## src/rtl/alu_control_sequencer.sv

```systemverilog
// Hardwired control unit: fetches (T0-T2), then sequences R-format ALU, NEG/NOT and MUL/DIV
// instructions decoded from IR. It drives the datapath enable/out/op_code strobes.
module alu_control_sequencer #(
  parameter int NREGS = 16,
  parameter int OPW   = 5
) (
  input  logic             i_clk,
  input  logic             i_reset_n,
  input  logic             i_run,
  input  logic             i_mem_ready,
  input  logic [31:0]      i_ir,
  output logic [NREGS-1:0] o_gpr_in,
  output logic [NREGS-1:0] o_gpr_out,
  output logic             o_pc_out,
  output logic             o_pc_in,
  output logic             o_inc_pc,
  output logic             o_mar_in,
  output logic             o_mdr_in,
  output logic             o_mdr_read,
  output logic             o_mdr_out,
  output logic             o_ir_in,
  output logic             o_y_in,
  output logic             o_zlo_in,
  output logic             o_zhi_in,
  output logic             o_zlo_out,
  output logic             o_zhi_out,
  output logic             o_lo_in,
  output logic             o_hi_in,
  output logic [OPW-1:0]   o_op_code,
  output logic             o_instr_done,
  output logic             o_illegal
);

  typedef enum logic [2:0] {
    S_IDLE, S_T0, S_T1, S_T2, S_T3, S_T4, S_T5, S_T6
  } state_t;

  localparam logic [OPW-1:0] OP_ADD = OPW'(3);
  localparam logic [OPW-1:0] OP_ROL = OPW'(11);
  localparam logic [OPW-1:0] OP_MUL = OPW'(15);
  localparam logic [OPW-1:0] OP_DIV = OPW'(16);
  localparam logic [OPW-1:0] OP_NEG = OPW'(17);
  localparam logic [OPW-1:0] OP_NOT = OPW'(18);

  state_t r_state;

  logic [OPW-1:0]   w_opc;
  logic [3:0]       w_ra;
  logic [3:0]       w_rb;
  logic [3:0]       w_rc;
  logic [NREGS-1:0] w_raOh;
  logic [NREGS-1:0] w_rbOh;
  logic [NREGS-1:0] w_rcOh;
  logic             w_isAlu3;
  logic             w_isAlu2;
  logic             w_isMulDiv;
  logic             w_isIllegal;
  logic             w_unusedIr;

  assign w_opc       = i_ir[31:32-OPW];
  assign w_ra        = i_ir[26:23];
  assign w_rb        = i_ir[22:19];
  assign w_rc        = i_ir[18:15];
  assign w_raOh      = NREGS'(1) << w_ra;
  assign w_rbOh      = NREGS'(1) << w_rb;
  assign w_rcOh      = NREGS'(1) << w_rc;
  assign w_isAlu3    = (w_opc >= OP_ADD) && (w_opc <= OP_ROL);
  assign w_isAlu2    = (w_opc == OP_NEG) || (w_opc == OP_NOT);
  assign w_isMulDiv  = (w_opc == OP_MUL) || (w_opc == OP_DIV);
  assign w_isIllegal = !(w_isAlu3 || w_isAlu2 || w_isMulDiv);
  assign w_unusedIr  = ^i_ir[14:0];

  always_ff @(posedge i_clk or negedge i_reset_n) begin
    if (!i_reset_n) begin
      r_state <= S_IDLE;
    end else begin
      case (r_state)
        S_IDLE: if (i_run) r_state <= S_T0;
        S_T0:   r_state <= S_T1;
        S_T1:   if (i_mem_ready) r_state <= S_T2;
        S_T2:   r_state <= S_T3;
        S_T3: begin
          if (w_isIllegal) r_state <= i_run ? S_T0 : S_IDLE;
          else             r_state <= S_T4;
        end
        S_T4:   r_state <= S_T5;
        S_T5: begin
          if (w_isMulDiv) r_state <= S_T6;
          else            r_state <= i_run ? S_T0 : S_IDLE;
        end
        S_T6:   r_state <= i_run ? S_T0 : S_IDLE;
        default: r_state <= S_IDLE;
      endcase
    end
  end

  // Strobes are decoded from state so an async reset clears them in the same instant;
  // only T1 also looks at mem_ready so PC loads once, on the cycle the read completes.
  always_comb begin
    o_gpr_in     = '0;
    o_gpr_out    = '0;
    o_pc_out     = 1'b0;
    o_pc_in      = 1'b0;
    o_inc_pc     = 1'b0;
    o_mar_in     = 1'b0;
    o_mdr_in     = 1'b0;
    o_mdr_read   = 1'b0;
    o_mdr_out    = 1'b0;
    o_ir_in      = 1'b0;
    o_y_in       = 1'b0;
    o_zlo_in     = 1'b0;
    o_zhi_in     = 1'b0;
    o_zlo_out    = 1'b0;
    o_zhi_out    = 1'b0;
    o_lo_in      = 1'b0;
    o_hi_in      = 1'b0;
    o_op_code    = '0;
    o_instr_done = 1'b0;
    o_illegal    = 1'b0;
    case (r_state)
      S_T0: begin
        o_pc_out = 1'b1;
        o_mar_in = 1'b1;
        o_inc_pc = 1'b1;
        o_zlo_in = 1'b1;
      end
      S_T1: begin
        o_mdr_read = 1'b1;
        o_mdr_in   = 1'b1;
        if (i_mem_ready) begin
          o_zlo_out = 1'b1;
          o_pc_in   = 1'b1;
        end
      end
      S_T2: begin
        o_mdr_out = 1'b1;
        o_ir_in   = 1'b1;
      end
      S_T3: begin
        if (w_isIllegal) begin
          o_illegal    = 1'b1;
          o_instr_done = 1'b1;
        end else begin
          o_gpr_out = w_rbOh;
          o_y_in    = 1'b1;
        end
      end
      S_T4: begin
        o_op_code = w_opc;
        o_zlo_in  = 1'b1;
        o_zhi_in  = w_isMulDiv;
        if (w_isAlu3 || w_isMulDiv) o_gpr_out = w_rcOh;
      end
      S_T5: begin
        o_zlo_out = 1'b1;
        if (w_isMulDiv) begin
          o_lo_in = 1'b1;
        end else begin
          o_gpr_in     = w_raOh;
          o_instr_done = 1'b1;
        end
      end
      S_T6: begin
        o_zhi_out    = 1'b1;
        o_hi_in      = 1'b1;
        o_instr_done = 1'b1;
      end
      default: ;
    endcase
  end

endmodule

```

## config.mk

```make
export PLATFORM = sky130hd
export DESIGN_NAME = alu_control_sequencer
export DESIGN_NICKNAME = d
export VERILOG_FILES = /design/src/rtl/alu_control_sequencer.sv
export SDC_FILE = /design/constraint.sdc
export NUM_CORES = 1
export LEC_CHECK = 0
export ABC_CLOCK_PERIOD_IN_PS = 3200
export CAP_MARGIN = 15
export CORE_UTILIZATION = 33
export CTS_BUF_LIST = sky130_fd_sc_hd__clkbuf_4
export DETAILED_ROUTE_END_ITERATION = 7
export GPL_TIMING_DRIVEN = 0
export HOLD_SLACK_MARGIN = 0.02
export PLACE_DENSITY = 0.89
export SYNTH_ARGS = -nofsm -noshare
export SYNTH_HDL_FRONTEND = slang
export SYNTH_SLANG_ARGS = --single-unit
```

## constraint.sdc

```tcl
create_clock -name i_clk -period 3.2 [get_ports i_clk]
set_input_delay 0.48 -clock i_clk [delete_from_list [all_inputs] [get_ports i_clk]]
set_output_delay 0.48 -clock i_clk [all_outputs]
set_load 0.02 [all_outputs]
```

==> results.ini <==
[global_routing]
antenna_found_initial = 0
track_usage_pct = 23.5
grt_pass1_wl_um = 5260
grt_overflow = 0
grt_pass1_vias = 1233
grt_max_degree = 11

[run]
max-cap-violations = 0

[power]
ir_drop_mv = 0.534
p_leak_nw = 0.971
p_seq_share_pct = 11.3
total_power_uw = 664
p_per_area_mw_per_mm2 = 381
p_sw_share_pct = 47.2
comb_power_share_pct = 77.3
clock_power_share_pct = 11.4
power.switching_uw = 314
p_int_uw = 351

[logic_synthesis]
netlist_instances = 139
synth_edf_count = 0
netlist.area_leader.share_pct = 10.4
syn_area_per_cell_um2 = 6.51
yosysMostFrequentCell = nor2_1
ys_top_cells_by_area = nor2_1 10%, o22ai_1 9.0%, dfrtp_1 8.3%
yosys.area.top_type = nor2_1
synthArstFlopShare_pct = 100
synth_nets = 175
seq_area_frac_synth_pct = 8.30
synth-main-ff-cell = dfrtp_1
ys_types = 42
netlist_top_cells_count = 25 x nor2_1, 13 x o22ai_1, 11 x nand2b_1
ys_ff_latch = 3
yosys_warnings = 0
synthesis.area_um2 = 905

[placed_design]
dp_hpwl_um = 2890
gp_congestion = 0.804
dp.cells = 243
port_buffers = 74

[final_layout]
diodes = 0
drive_gt1_share_pct = 14.3
top_register = r_state
nNetsFinal = 254
syn_to_final_growth_pct = 92.7
stdcell_count = 247
largest_reg_flops = 3
reg.largest.list = r_state (3)

[worst_setup_path]
reg2reg_from = r_state[0]$_DFFE_PN0P_
end_kind = primary output
crit_fanout = 7
start_kind = input port
r2r_cells = 6
crit_required_ns = 2.72
r2r_slack_ns = 1.70
timing.rr.end = r_state[2]$_DFFE_PN0P_
crit_arrival_ns = 2.68
critPathKind = input port to primary output

[routing]
firstDrtPassIters = 4
wl_per_cell_um = 15.0
drtIter0Drc = 25
avgViaCountPerCell = 5.72
drcViolationCount = 0
antenna_left = 0
drt-total-wl_um = 3710
num_vias = 1413

[timing]
tightestPinTransition_ns = 0.454
hold_violations = 0
drv_slew = 0
min_period_over_period_pct = 98.6
max_slew_margin_pct = 69.7
fin_skew_ns = 0.00339
setup_viol = 0
fmax_ghz = 0.317
period_minus_slack_ns = 3.16

[clocking]
cts_tree = yes
clkTransAtPathRegs_ns = 0.04
insertion_delay_ns = 0.23
cts_setup_buffers = 0
cts_sinks = 3
clockBufferDepth = 2
clockRootBuffer = clkbuf_4
cts_buffers = 3
htree_levels = 1

[hold_path]
hp-class = input port to asynchronous set/reset pin

[floorplanning]
placementRows = 18
start_util_pct = 35.9
die-height_um = 54.4
die_w_um = 54.4
ios = 90
core_area_mm2 = 0.00252
die-area_mm2 = 0.00295

[run_status]
status = completed

## worst max-delay path: stages
cell and delay, ns:
clkdlybuf4s50_1 0.50, or4b_4 0.60, a21oi_4 0.28, o2111ai_2 0.21
o22ai_1 0.25, dlygate4sd2_1 0.36
## cell families after synthesis
group,count (synthesis),synth area share (%)
simple gates,84,52.4
compound gates,36,28.9
buf+inv,15,8.71
flops,3,8.30
mux,1,1.66
## cell type report
cell class              instances  area, um^2
plain buffers                  11        65.1
inverters                       4        15.0
clock buffers                   4        30.0
fillers                       222         779
multi-input cells             121         778
well taps                      30        37.5
repair buffers                 74         742
flip-flops and latches          3        75.1
## placed cells by master, fill, tap and decap left out, types with 5 or more instances in the layout
cell type        netlist  final
o22ai_1               13     13
clkbuf_2               0      5
buf_4                  5      5
dlygate4sd2_1          0     15
clkdlybuf4s50_1        0     39
nor3_1                 9      9
dlymetal6s2s_1         0     16
nand2b_1              11     11
and3_1                 6      6
nor2_1                25     25
nand2_1                7      7
## per-stage QoR
stage	setup WS, ns	cell area [um^2]	setup TNS, ns	util [%]	hold WS (ns)
6_report	0.0439	1740	0	69.1	0.430
5_1_grt	-0.0240	1740	-0.0282	69.1	0.433
4_1_cts	0.000201	1700	0	67.5	0.432
3_5_place_dp	-0.280	1680	-3.41	66.7	0.679
3_3_place_gp	-0.217	1680	-2.35	66.7	0.666
2_1_floorplan	0.843	905	0	-	0.184
## layer usage
metal	GRT usage, %	share of wire [%]
met5	0	0
met4	4.27	0.78
met3	1.67	9.9
met2	47.2	51
met1	26.6	38
## timing repair
action / CTS / global route
endpoints found under the setup margin: 18 / 27
hold buffers: 0 / 0
pin swaps: 0 / 0
resized for setup: 22 / 27
## power by group through the flow
stage | clock (mW) | sequential, mW | combinational [mW]
finish | 0.0759 | 0.0750 | 0.514
global route | 0.0807 | 0.0784 | 0.553
CTS | 0.0757 | 0.0742 | 0.511
detailed placement | 0 | 0.0752 | 0.509
global placement | 0 | 0.0732 | 0.499
floorplan | 0 | 0.0692 | 0.301
## worst max path at each step
stage | from | endpoint | cells past startpoint
2_1_floorplan | r_state[0]$_DFFE_PN0P_ | o_gpr_in[0] | 4
3_3_place_gp | i_ir[29] | o_gpr_out[12] | 7
3_5_place_dp | i_ir[30] | o_gpr_out[10] | 6
4_1_cts | i_ir[30] | o_gpr_in[8] | 6
5_1_grt | i_ir[30] | o_gpr_out[7] | 6
6_report | i_ir[30] | o_gpr_out[7] | 6
Power figures use the tool's default switching activity.
